`config.mk`:
```
export PLATFORM = sky130hd
export DESIGN_NAME = dmem_port_arbiter_flat
export DESIGN_NICKNAME = d
export VERILOG_FILES = /design/src/rtl/dmem_port_arbiter_if.sv /design/src/rtl/dmem_port_arbiter.sv /design/src/flat_wrapper.sv
export SDC_FILE = /design/constraint.sdc
export NUM_CORES = 1
export LEC_CHECK = 0
export ABC_AREA = 0
export CAP_MARGIN = 30
export CORE_AREA = 2 2 98 100
export DETAILED_ROUTE_END_ITERATION = 10
export DIE_AREA = 0 0 100 102
export HOLD_SLACK_MARGIN = 0.05
export PLACE_DENSITY = 0.62
export SLEW_MARGIN = 40
export SYNTH_ARGS = -nofsm -noshare
export SYNTH_HDL_FRONTEND = slang
export SYNTH_SLANG_ARGS = --single-unit
```
`constraint.sdc`:
```
create_clock -name clk -period 2.5 [get_ports clk]
set_input_delay 0.5 -clock clk [delete_from_list [all_inputs] [get_ports clk]]
set_output_delay 0.5 -clock clk [all_outputs]
set_load 0.02 [all_outputs]
```
`src/rtl/dmem_port_arbiter_if.sv`:
```
// Request/response and BRAM-side signal bundle for dmem_port_arbiter.
// slave = the arbiter, master = requesters plus the BRAM model.
interface dmem_port_arbiter_if #(
    parameter int AWIDTH = 14,
    parameter int DWIDTH = 32
);
    logic              req0_valid;
    logic              req0_ready;
    logic [AWIDTH-1:0] req0_addr;
    logic [3:0]        req0_wea;
    logic [DWIDTH-1:0] req0_wdata;
    logic              resp0_valid;
    logic [DWIDTH-1:0] resp0_rdata;

    logic              req1_valid;
    logic              req1_ready;
    logic [AWIDTH-1:0] req1_addr;
    logic [3:0]        req1_wea;
    logic [DWIDTH-1:0] req1_wdata;
    logic              resp1_valid;
    logic [DWIDTH-1:0] resp1_rdata;

    logic              mem_en;
    logic [AWIDTH-1:0] mem_addr;
    logic [3:0]        mem_wea;
    logic [DWIDTH-1:0] mem_wdata;
    logic [DWIDTH-1:0] mem_rdata;

    modport slave (
        input  req0_valid, req0_addr, req0_wea, req0_wdata,
        input  req1_valid, req1_addr, req1_wea, req1_wdata,
        input  mem_rdata,
        output req0_ready, resp0_valid, resp0_rdata,
        output req1_ready, resp1_valid, resp1_rdata,
        output mem_en, mem_addr, mem_wea, mem_wdata
    );

    modport master (
        output req0_valid, req0_addr, req0_wea, req0_wdata,
        output req1_valid, req1_addr, req1_wea, req1_wdata,
        output mem_rdata,
        input  req0_ready, resp0_valid, resp0_rdata,
        input  req1_ready, resp1_valid, resp1_rdata,
        input  mem_en, mem_addr, mem_wea, mem_wdata
    );
endinterface

```
`src/rtl/dmem_port_arbiter.sv`:
```
// Two-port arbiter in front of the single-port byte-enabled data BRAM.
// Define DMEM_ARB_STARVE_GUARD_EN to bound port 1 waiting to MAX_WAIT cycles.
module dmem_port_arbiter #(
    parameter int AWIDTH   = 14,
    parameter int DWIDTH   = 32,
    parameter int MAX_WAIT = 4
) (
    input  logic                 clk,
    input  logic                 rst,
    dmem_port_arbiter_if.slave   bus
);

    generate
        if (MAX_WAIT < 1 || MAX_WAIT > 255) begin : g_bad_max_wait
            $error("dmem_port_arbiter: MAX_WAIT must be in 1..255");
        end
    endgenerate

    logic              w_starve;
    logic              w_acc0;
    logic              w_acc1;
    logic              w_read;
    logic              w_mem_en;
    logic [AWIDTH-1:0] w_mem_addr;
    logic [3:0]        w_mem_wea;
    logic [DWIDTH-1:0] w_mem_wdata;
    logic              w_resp0_valid;
    logic              w_resp1_valid;
    logic [DWIDTH-1:0] w_resp0_rdata;
    logic [DWIDTH-1:0] w_resp1_rdata;
    logic              r_rsp_pend;
    logic              r_rsp_sel;

`ifdef DMEM_ARB_STARVE_GUARD_EN
    localparam logic [7:0] WAIT_LIMIT = 8'(MAX_WAIT);
    logic [7:0] r_wait_cnt;

    assign w_starve = (r_wait_cnt == WAIT_LIMIT);

    // Port 1 starvation counter: counts stalled cycles, saturates, clears on grant or idle
    always_ff @(posedge clk or posedge rst) begin
        if (rst) begin
            r_wait_cnt <= 8'd0;
        end else if (!bus.req1_valid || w_acc1) begin
            r_wait_cnt <= 8'd0;
        end else if (r_wait_cnt != WAIT_LIMIT) begin
            r_wait_cnt <= r_wait_cnt + 8'd1;
        end else begin
            r_wait_cnt <= r_wait_cnt;
        end
    end
`else
    assign w_starve = 1'b0;
`endif

    // Ready depends only on the valids and the starvation state, never on the other ready.
    assign bus.req0_ready = !(bus.req1_valid && w_starve);
    assign bus.req1_ready = !bus.req0_valid || w_starve;
    assign w_acc0 = bus.req0_valid && bus.req0_ready;
    assign w_acc1 = bus.req1_valid && bus.req1_ready;
    assign w_read = (w_acc0 && (bus.req0_wea == 4'b0000)) ||
                    (w_acc1 && (bus.req1_wea == 4'b0000));

    // Winner's request drives the BRAM with zero added latency; idle bus is all zeros
    always_comb begin
        w_mem_en    = 1'b0;
        w_mem_addr  = {AWIDTH{1'b0}};
        w_mem_wea   = 4'b0000;
        w_mem_wdata = {DWIDTH{1'b0}};
        if (w_acc0) begin
            w_mem_en    = 1'b1;
            w_mem_addr  = bus.req0_addr;
            w_mem_wea   = bus.req0_wea;
            w_mem_wdata = bus.req0_wdata;
        end else if (w_acc1) begin
            w_mem_en    = 1'b1;
            w_mem_addr  = bus.req1_addr;
            w_mem_wea   = bus.req1_wea;
            w_mem_wdata = bus.req1_wdata;
        end else begin
            w_mem_en    = 1'b0;
            w_mem_addr  = {AWIDTH{1'b0}};
            w_mem_wea   = 4'b0000;
            w_mem_wdata = {DWIDTH{1'b0}};
        end
    end

    assign bus.mem_en    = w_mem_en;
    assign bus.mem_addr  = w_mem_addr;
    assign bus.mem_wea   = w_mem_wea;
    assign bus.mem_wdata = w_mem_wdata;

    // Remember whether last cycle's accept was a read and which port owns the data
    always_ff @(posedge clk or posedge rst) begin
        if (rst) begin
            r_rsp_pend <= 1'b0;
            r_rsp_sel  <= 1'b0;
        end else begin
            r_rsp_pend <= w_read;
            r_rsp_sel  <= w_acc1;
        end
    end

    // Steer BRAM read data to the owning port; rst gating kills a response caught mid-reset
    always_comb begin
        w_resp0_valid = 1'b0;
        w_resp1_valid = 1'b0;
        w_resp0_rdata = {DWIDTH{1'b0}};
        w_resp1_rdata = {DWIDTH{1'b0}};
        if (r_rsp_pend && !rst) begin
            if (r_rsp_sel) begin
                w_resp1_valid = 1'b1;
                w_resp1_rdata = bus.mem_rdata;
            end else begin
                w_resp0_valid = 1'b1;
                w_resp0_rdata = bus.mem_rdata;
            end
        end else begin
            w_resp0_valid = 1'b0;
            w_resp1_valid = 1'b0;
        end
    end

    assign bus.resp0_valid = w_resp0_valid;
    assign bus.resp0_rdata = w_resp0_rdata;
    assign bus.resp1_valid = w_resp1_valid;
    assign bus.resp1_rdata = w_resp1_rdata;

endmodule

```
`src/flat_wrapper.sv`:
```
// flat-port wrapper written by rule: the top's interface ports become plain ports
module dmem_port_arbiter_flat 
#(
    parameter int AWIDTH   = 14,
    parameter int DWIDTH   = 32,
    parameter int MAX_WAIT = 4
)
  (clk, rst, bus_req0_valid, bus_req0_addr, bus_req0_wea, bus_req0_wdata, bus_req1_valid, bus_req1_addr, bus_req1_wea, bus_req1_wdata, bus_mem_rdata, bus_req0_ready, bus_resp0_valid, bus_resp0_rdata, bus_req1_ready, bus_resp1_valid, bus_resp1_rdata, bus_mem_en, bus_mem_addr, bus_mem_wea, bus_mem_wdata);
  dmem_port_arbiter_if #(.AWIDTH(AWIDTH), .DWIDTH(DWIDTH)) bus_i ();
  input  logic clk;
  input  logic rst;
  input wire logic [$bits(bus_i.req0_valid)-1:0] bus_req0_valid;
  input wire logic [$bits(bus_i.req0_addr)-1:0] bus_req0_addr;
  input wire logic [$bits(bus_i.req0_wea)-1:0] bus_req0_wea;
  input wire logic [$bits(bus_i.req0_wdata)-1:0] bus_req0_wdata;
  input wire logic [$bits(bus_i.req1_valid)-1:0] bus_req1_valid;
  input wire logic [$bits(bus_i.req1_addr)-1:0] bus_req1_addr;
  input wire logic [$bits(bus_i.req1_wea)-1:0] bus_req1_wea;
  input wire logic [$bits(bus_i.req1_wdata)-1:0] bus_req1_wdata;
  input wire logic [$bits(bus_i.mem_rdata)-1:0] bus_mem_rdata;
  output wire logic [$bits(bus_i.req0_ready)-1:0] bus_req0_ready;
  output wire logic [$bits(bus_i.resp0_valid)-1:0] bus_resp0_valid;
  output wire logic [$bits(bus_i.resp0_rdata)-1:0] bus_resp0_rdata;
  output wire logic [$bits(bus_i.req1_ready)-1:0] bus_req1_ready;
  output wire logic [$bits(bus_i.resp1_valid)-1:0] bus_resp1_valid;
  output wire logic [$bits(bus_i.resp1_rdata)-1:0] bus_resp1_rdata;
  output wire logic [$bits(bus_i.mem_en)-1:0] bus_mem_en;
  output wire logic [$bits(bus_i.mem_addr)-1:0] bus_mem_addr;
  output wire logic [$bits(bus_i.mem_wea)-1:0] bus_mem_wea;
  output wire logic [$bits(bus_i.mem_wdata)-1:0] bus_mem_wdata;
  assign bus_i.req0_valid = bus_req0_valid;
  assign bus_i.req0_addr = bus_req0_addr;
  assign bus_i.req0_wea = bus_req0_wea;
  assign bus_i.req0_wdata = bus_req0_wdata;
  assign bus_i.req1_valid = bus_req1_valid;
  assign bus_i.req1_addr = bus_req1_addr;
  assign bus_i.req1_wea = bus_req1_wea;
  assign bus_i.req1_wdata = bus_req1_wdata;
  assign bus_i.mem_rdata = bus_mem_rdata;
  assign bus_req0_ready = bus_i.req0_ready;
  assign bus_resp0_valid = bus_i.resp0_valid;
  assign bus_resp0_rdata = bus_i.resp0_rdata;
  assign bus_req1_ready = bus_i.req1_ready;
  assign bus_resp1_valid = bus_i.resp1_valid;
  assign bus_resp1_rdata = bus_i.resp1_rdata;
  assign bus_mem_en = bus_i.mem_en;
  assign bus_mem_addr = bus_i.mem_addr;
  assign bus_mem_wea = bus_i.mem_wea;
  assign bus_mem_wdata = bus_i.mem_wdata;
  dmem_port_arbiter #(.AWIDTH(AWIDTH), .DWIDTH(DWIDTH), .MAX_WAIT(MAX_WAIT)) u_core (.clk(clk), .rst(rst), .bus(bus_i));
endmodule
```
==> flow_metrics.py, run 1 <==
metrics = {
    "power_and_ir_drop": {
        "p_int_mw": 0.469,
        "p_comb_frac": 0.778,
        "p_clk_frac": 0.173,
        "leakage_nw": 1.93,
        "power_frac_seq": 0.049,
        "switchingPower_mw": 0.248,
        "p_sw_frac": 0.345,
        "p_per_area_mw_per_mm2": 182,
        "vdd_ir_drop_max_mv": 0.0922,
    },
    "logic_synthesis": {
        "synth_common_cells": "nand2_1, o21ai_0, and2_1",
        "yosys_warnings": 0,
        "synth_flop_cell": "dfrtp_1",
        "synth_top_area_frac": 0.252,
        "post_synth_and_or_nand_nor_area_fraction": 0.640,
        "synthArstFlopShare": 1.00,
        "syn_area_per_cell_um2": 5.66,
        "synth_xor_area_frac": 0,
        "yosysTopAreaCell": "nand2_1",
        "synth_compound_area_frac": 0.200,
        "syn-cell-area_mm2": 0.00137,
        "synth_fp_nets": 378,
        "synthAdderAreaFrac": 0,
        "synth_area_leaders": "nand2_1, and2_4, o21ai_0, and2_1, buf_6",
        "ys_ff_latch": 2,
        "synth_edf_count": 0,
        "synth_cells": 242,
        "synth_top_family_by_area": "simple AND/OR/NAND/NOR gates",
        "synth.area.mux_share": 0,
        "synthDistinctLibCells": 19,
        "ys_seq_area_frac": 0.0366,
        "yosysMostFrequentCell": "nand2_1",
    },
    "setup_path": {
        "worstPathArrival_ns": 1.86,
        "timing_worst_setup_path_type": "input pin to output pin",
        "start_kind": "input pin",
        "crit_fanout": 1,
        "critPathCaptureType": "output pin",
        "required_ns": 2.00,
    },
    "floorplan": {
        "io_pins": 255,
        "dieArea_mm2": 0.0102,
        "initial_core_util": 0.150,
        "dieWidth_um": 100,
        "core-area_mm2": 0.00911,
        "rows": 35,
        "die_h_um": 102,
    },
    "finish": {
        "area_growth_pct": 188,
        "layout.area.seq_um2": 50.0,
        "layout-drive-gt1-share": 0.0996,
        "n_antenna_cell": 0,
        "final.fill_count": 973,
        "final_nets": 620,
        "design_area_mm2": 0.00394,
        "multiInputGateArea_mm2": 0.00115,
    },
    "clock_network": {
        "root_buffer": "clkbuf_8",
        "cts_resized": 66,
        "cts_tree": "built",
        "clk_path_buf_depth": 2,
        "post-cts-setup-buffers": 0,
        "ctsHtreeMaxLevel": 1,
        "clkSlewWorstSetupHoldPaths_ns": 0.03,
        "ctsHoldBuffers": 0,
        "numCtsBuffers": 3,
        "clkSinkCount": 2,
    },
    "timing": {
        "hold_viol": 0,
        "period_share": 0.945,
        "final-setup-viol-count": 0,
        "slew_violations": 0,
        "fin_ws_ns": 0.136,
        "rsz0062_at_grt": "false",
        "setup_tns_ns": 0,
        "fmax_mhz": 423,
        "period_needed_ns": 2.36,
    },
    "routing": {
        "via_count": 2461,
        "ant_nets": 0,
        "post_drt_wl_per_cell_um": 12.6,
        "drt-vias-per-instance": 4.15,
        "drc": 0,
        "drt_iter0_drc": 26,
        "finalWirelength_mm": 7.46,
        "dr.pass1.iters": 4,
    },
    "min_path": {
        "min-delay-path-class": "input pin to async pin",
    },
    "placement": {
        "io_buffers": 253,
        "placed_area_mm2": 0.00398,
        "place_ws_ns": -0.212,
        "gp_congestion": 0.794,
        "dp_hpwl_mm": 6.41,
    },
    "grt": {
        "grt_pass1_vias": 2293,
        "grt_pass1_wl_mm": 10.8,
        "antenna_found_initial": 0,
        "globalRouteOverflowTotal": 0,
        "grt.total_usage": 0.130,
        "grt_max_degree": 47,
    },
    "run": {
        "cap_violations": 0,
    },
    "status": {
        "status": "completed",
    },
}
## stage by stage
step | util | hold slack (ns) | cells | power [mW]
finish | 0.433 | 0.222 | 593 | 0.717
global route | 0.433 | 0.236 | 593 | 0.768
CTS | 0.433 | 0.549 | 593 | 0.726
detailed placement | 0.437 | 0.766 | 590 | 0.600
global placement | 0.437 | 0.757 | 590 | 0.596
floorplan | - | 0.241 | 242 | 0.226
## routing by layer
metal,track usage,up-vias,wire (um)
met5,0,-,0
met4,0.0527,0,138
met3,0.0499,8,1030
met2,0.252,158,3750
met1,0.123,1050,2540
li1,-,1245,-
## critical path: stages
cell and delay, ns:
clkdlybuf4s50_1 0.45, nand2_1 0.04, o21ai_0 0.21, clkdlybuf4s50_1 0.66
## layout make-up
cell class              instances  share of cell area
clock buffers                   3              0.0105
inverters                       2             0.00190
multi-input cells             214               0.293
flip-flops and latches          2              0.0127
well taps                     111              0.0352
repair buffers                261               0.647
## worst paths after layout
path / from / slack [ns] / end
min in group clk: bus_req0_valid / 0.75 / u_core.r_rsp_sel
max: bus_req1_wdata[15] / 0.14 / bus_mem_wdata[15]
min: rst / 0.22 / u_core.r_rsp_pend
max in group asynchronous: rst / 2.17 / u_core.r_rsp_sel
## power groups by stage
stage	registers (mW)	logic (mW)	clock network [mW]
2_1_floorplan	0.0350	0.191	0
3_3_place_gp	0.0352	0.560	0
3_5_place_dp	0.0351	0.565	0
4_1_cts	0.0348	0.564	0.128
5_1_grt	0.0351	0.598	0.135
6_report	0.0348	0.557	0.124
## placed cells by master (no fill, tap or decap), types with 3 or more instances in the layout
| master | instances |
|---|---|
| clkbuf_8 | 3 |
| and2_2 | 3 |
| and2_1 | 32 |
| dlygate4sd2_1 | 66 |
| a22o_1 | 5 |
| and2_4 | 29 |
| clkdlybuf4s50_1 | 184 |
| buf_12 | 4 |
| buf_4 | 4 |
| nand2_1 | 92 |
| o21ai_0 | 46 |
## registers in the layout, indices dropped and copies added (netlist names)
signal / cells
u_core.r_rsp_pend: 1
u_core.r_rsp_sel: 1
## kinds of logic (layout without fill, tap and decap cells)
logic type / Yosys count / in the layout
other: 1 / 1
and+or+nand+nor: 162 / 162
AOI/OAI and AO/OA: 51 / 51
DFF: 2 / 2
buffers and inverters: 26 / 266
(Power assumes the default switching activity.)
==> run 2, diff against run 1 <==
Settings changed: PLACE_DENSITY 0.62 to 0.71.
==> run 2 against run 1 <==
Net effect: count of clock-buffer cells in the layout unchanged; die area did not move; highest routed layer is now met5; cell count grew 0.17%.
==> flow_metrics.py, run 2 (synthesis results as in run 1) <==
metrics = {
    "power_and_ir_drop": {
        "power_frac_seq": 0.051,
        "p_int_mw": 0.431,
        "leakage_nw": 2.06,
        "p_sw_frac": 0.369,
        "switchingPower_mw": 0.252,
        "p_comb_frac": 0.764,
        "p_clk_frac": 0.185,
        "vdd_ir_drop_max_mv": 0.0889,
        "p_per_area_mw_per_mm2": 175,
        "p_total_mw": 0.683,
    },
    "floorplan": {
        "die_h_um": 102,
        "initial_core_util": 0.150,
        "rows": 35,
        "dieWidth_um": 100,
        "dieArea_mm2": 0.0102,
        "io_pins": 255,
        "core-area_mm2": 0.00911,
    },
    "clock_network": {
        "numCtsBuffers": 3,
        "cts_tree": "built",
        "clkSlewWorstSetupHoldPaths_ns": 0.03,
        "ctsHoldBuffers": 0,
        "root_buffer": "clkbuf_8",
        "post-cts-setup-buffers": 0,
        "clk_path_buf_depth": 2,
        "clkSinkCount": 2,
        "ctsHtreeMaxLevel": 1,
    },
    "routing": {
        "finalWirelength_mm": 8.13,
        "drt-vias-per-instance": 4.13,
        "via_count": 2453,
        "drc": 0,
        "ant_nets": 0,
        "drt_iter0_drc": 53,
        "post_drt_wl_per_cell_um": 13.7,
        "dr.pass1.iters": 4,
    },
    "grt": {
        "grt_pass1_wl_mm": 11.8,
        "globalRouteOverflowTotal": 0,
        "grt_pass1_vias": 2348,
        "grt_max_degree": 54,
        "grt.total_usage": 0.144,
        "antenna_found_initial": 1,
    },
    "setup_path": {
        "worstPathArrival_ns": 1.93,
        "required_ns": 2.00,
        "critPathCaptureType": "output pin",
        "timing_worst_setup_path_type": "input pin to output pin",
        "start_kind": "input pin",
        "crit_fanout": 4,
    },
    "finish": {
        "area_growth_pct": 186,
        "mostFrequentLayoutCells": "clkdlybuf4s50_1, dlygate4sd2_1, nand2_1, o21ai_0, and2_1",
        "design_area_mm2": 0.00391,
        "final_common_cell": "clkdlybuf4s50_1",
        "final_nets": 621,
        "final_cells": 594,
        "final.fill_count": 995,
        "layout.area.seq_um2": 50.0,
        "layout-drive-gt1-share": 0.101,
        "reg_top3": "u_core.r_rsp_pend: 1 flops, u_core.r_rsp_sel: 1 flops",
        "n_antenna_cell": 0,
        "multiInputGateArea_mm2": 0.00116,
    },
    "placement": {
        "placed_cells": 591,
        "dp_hpwl_mm": 6.85,
        "io_buffers": 253,
        "gp_congestion": 0.806,
        "placed_area_mm2": 0.00401,
    },
    "timing": {
        "hold_viol": 0,
        "fmax_mhz": 412,
        "final-setup-viol-count": 0,
        "slew_violations": 0,
        "period_share": 0.971,
        "hold_slack_ns": 0.219,
        "period_needed_ns": 2.43,
        "rsz0062_at_grt": "false",
    },
    "status": {
        "status": "completed",
    },
    "run": {
        "cap_violations": 0,
    },
    "min_path": {
        "min-delay-path-class": "input pin to async pin",
    },
}
-- run 2: cell type report --
| cell class | count | area share |
|---|---|---|
| Timing Repair Buffer | 262 | 0.644 |
| Multi-Input combinational cell | 214 | 0.296 |
| Tap cell | 111 | 0.0355 |
| Sequential cell | 2 | 0.0128 |
| Clock buffer | 3 | 0.0106 |
| Inverter | 2 | 0.00192 |
-- run 2: worst max-delay path, cell delays in order --
cell,delay [ns]
clkdlybuf4s50_1,0.57
nor2b_2,0.22
buf_4,0.16
a22o_1,0.13
dlygate4sd2_1,0.35
-- run 2: power groups by stage --
| stage | sequential (mW) | combinational [mW] | clock, mW |
|---|---|---|---|
| 6_report | 0.0348 | 0.522 | 0.126 |
| 5_1_grt | 0.0349 | 0.562 | 0.137 |
| 4_1_cts | 0.0348 | 0.527 | 0.132 |
| 3_5_place_dp | 0.0352 | 0.570 | 0 |
| 3_3_place_gp | 0.0351 | 0.570 | 0 |
| 2_1_floorplan | 0.0350 | 0.191 | 0 |
-- run 2: repair_timing --
item	CTS	global route
resized for setup	119	1
pin swaps	0	0
hold endpoints to repair	0	0
endpoints found under the setup margin	117	5
-- run 2: worst max-delay path by stage --
stage / startpoint / end / depth (start not counted)
floorplan: bus_req1_valid / bus_mem_addr[0] / 4
detailed placement: bus_req1_valid / bus_mem_addr[13] / 5
global placement: bus_req1_valid / bus_mem_addr[13] / 5
finish: bus_req1_valid / bus_mem_addr[13] / 5
global route: bus_req1_valid / bus_mem_addr[13] / 5
CTS: rst / bus_resp1_rdata[31] / 5
-- run 2: per-layer routing --
| metal | part of all wire | vias to the layer above | track usage |
|---|---|---|---|
| met5 | 0.0016 | - | 0 |
| met4 | 0.0062 | 2 | 0.0274 |
| met3 | 0.13 | 6 | 0.0527 |
| met2 | 0.49 | 163 | 0.265 |
| met1 | 0.37 | 1038 | 0.162 |
| li1 | - | 1244 | - |
-- run 2: through the flow --
| step | util | setup WS, ns | TNS [ns] |
|---|---|---|---|
| 2_1_floorplan | - | 0.660 | 0 |
| 3_3_place_gp | 0.440 | -0.256 | -16.09 |
| 3_5_place_dp | 0.440 | -0.245 | -18.12 |
| 4_1_cts | 0.429 | 0.0285 | 0 |
| 5_1_grt | 0.429 | 0.00113 | 0 |
| 6_report | 0.429 | 0.0720 | 0 |
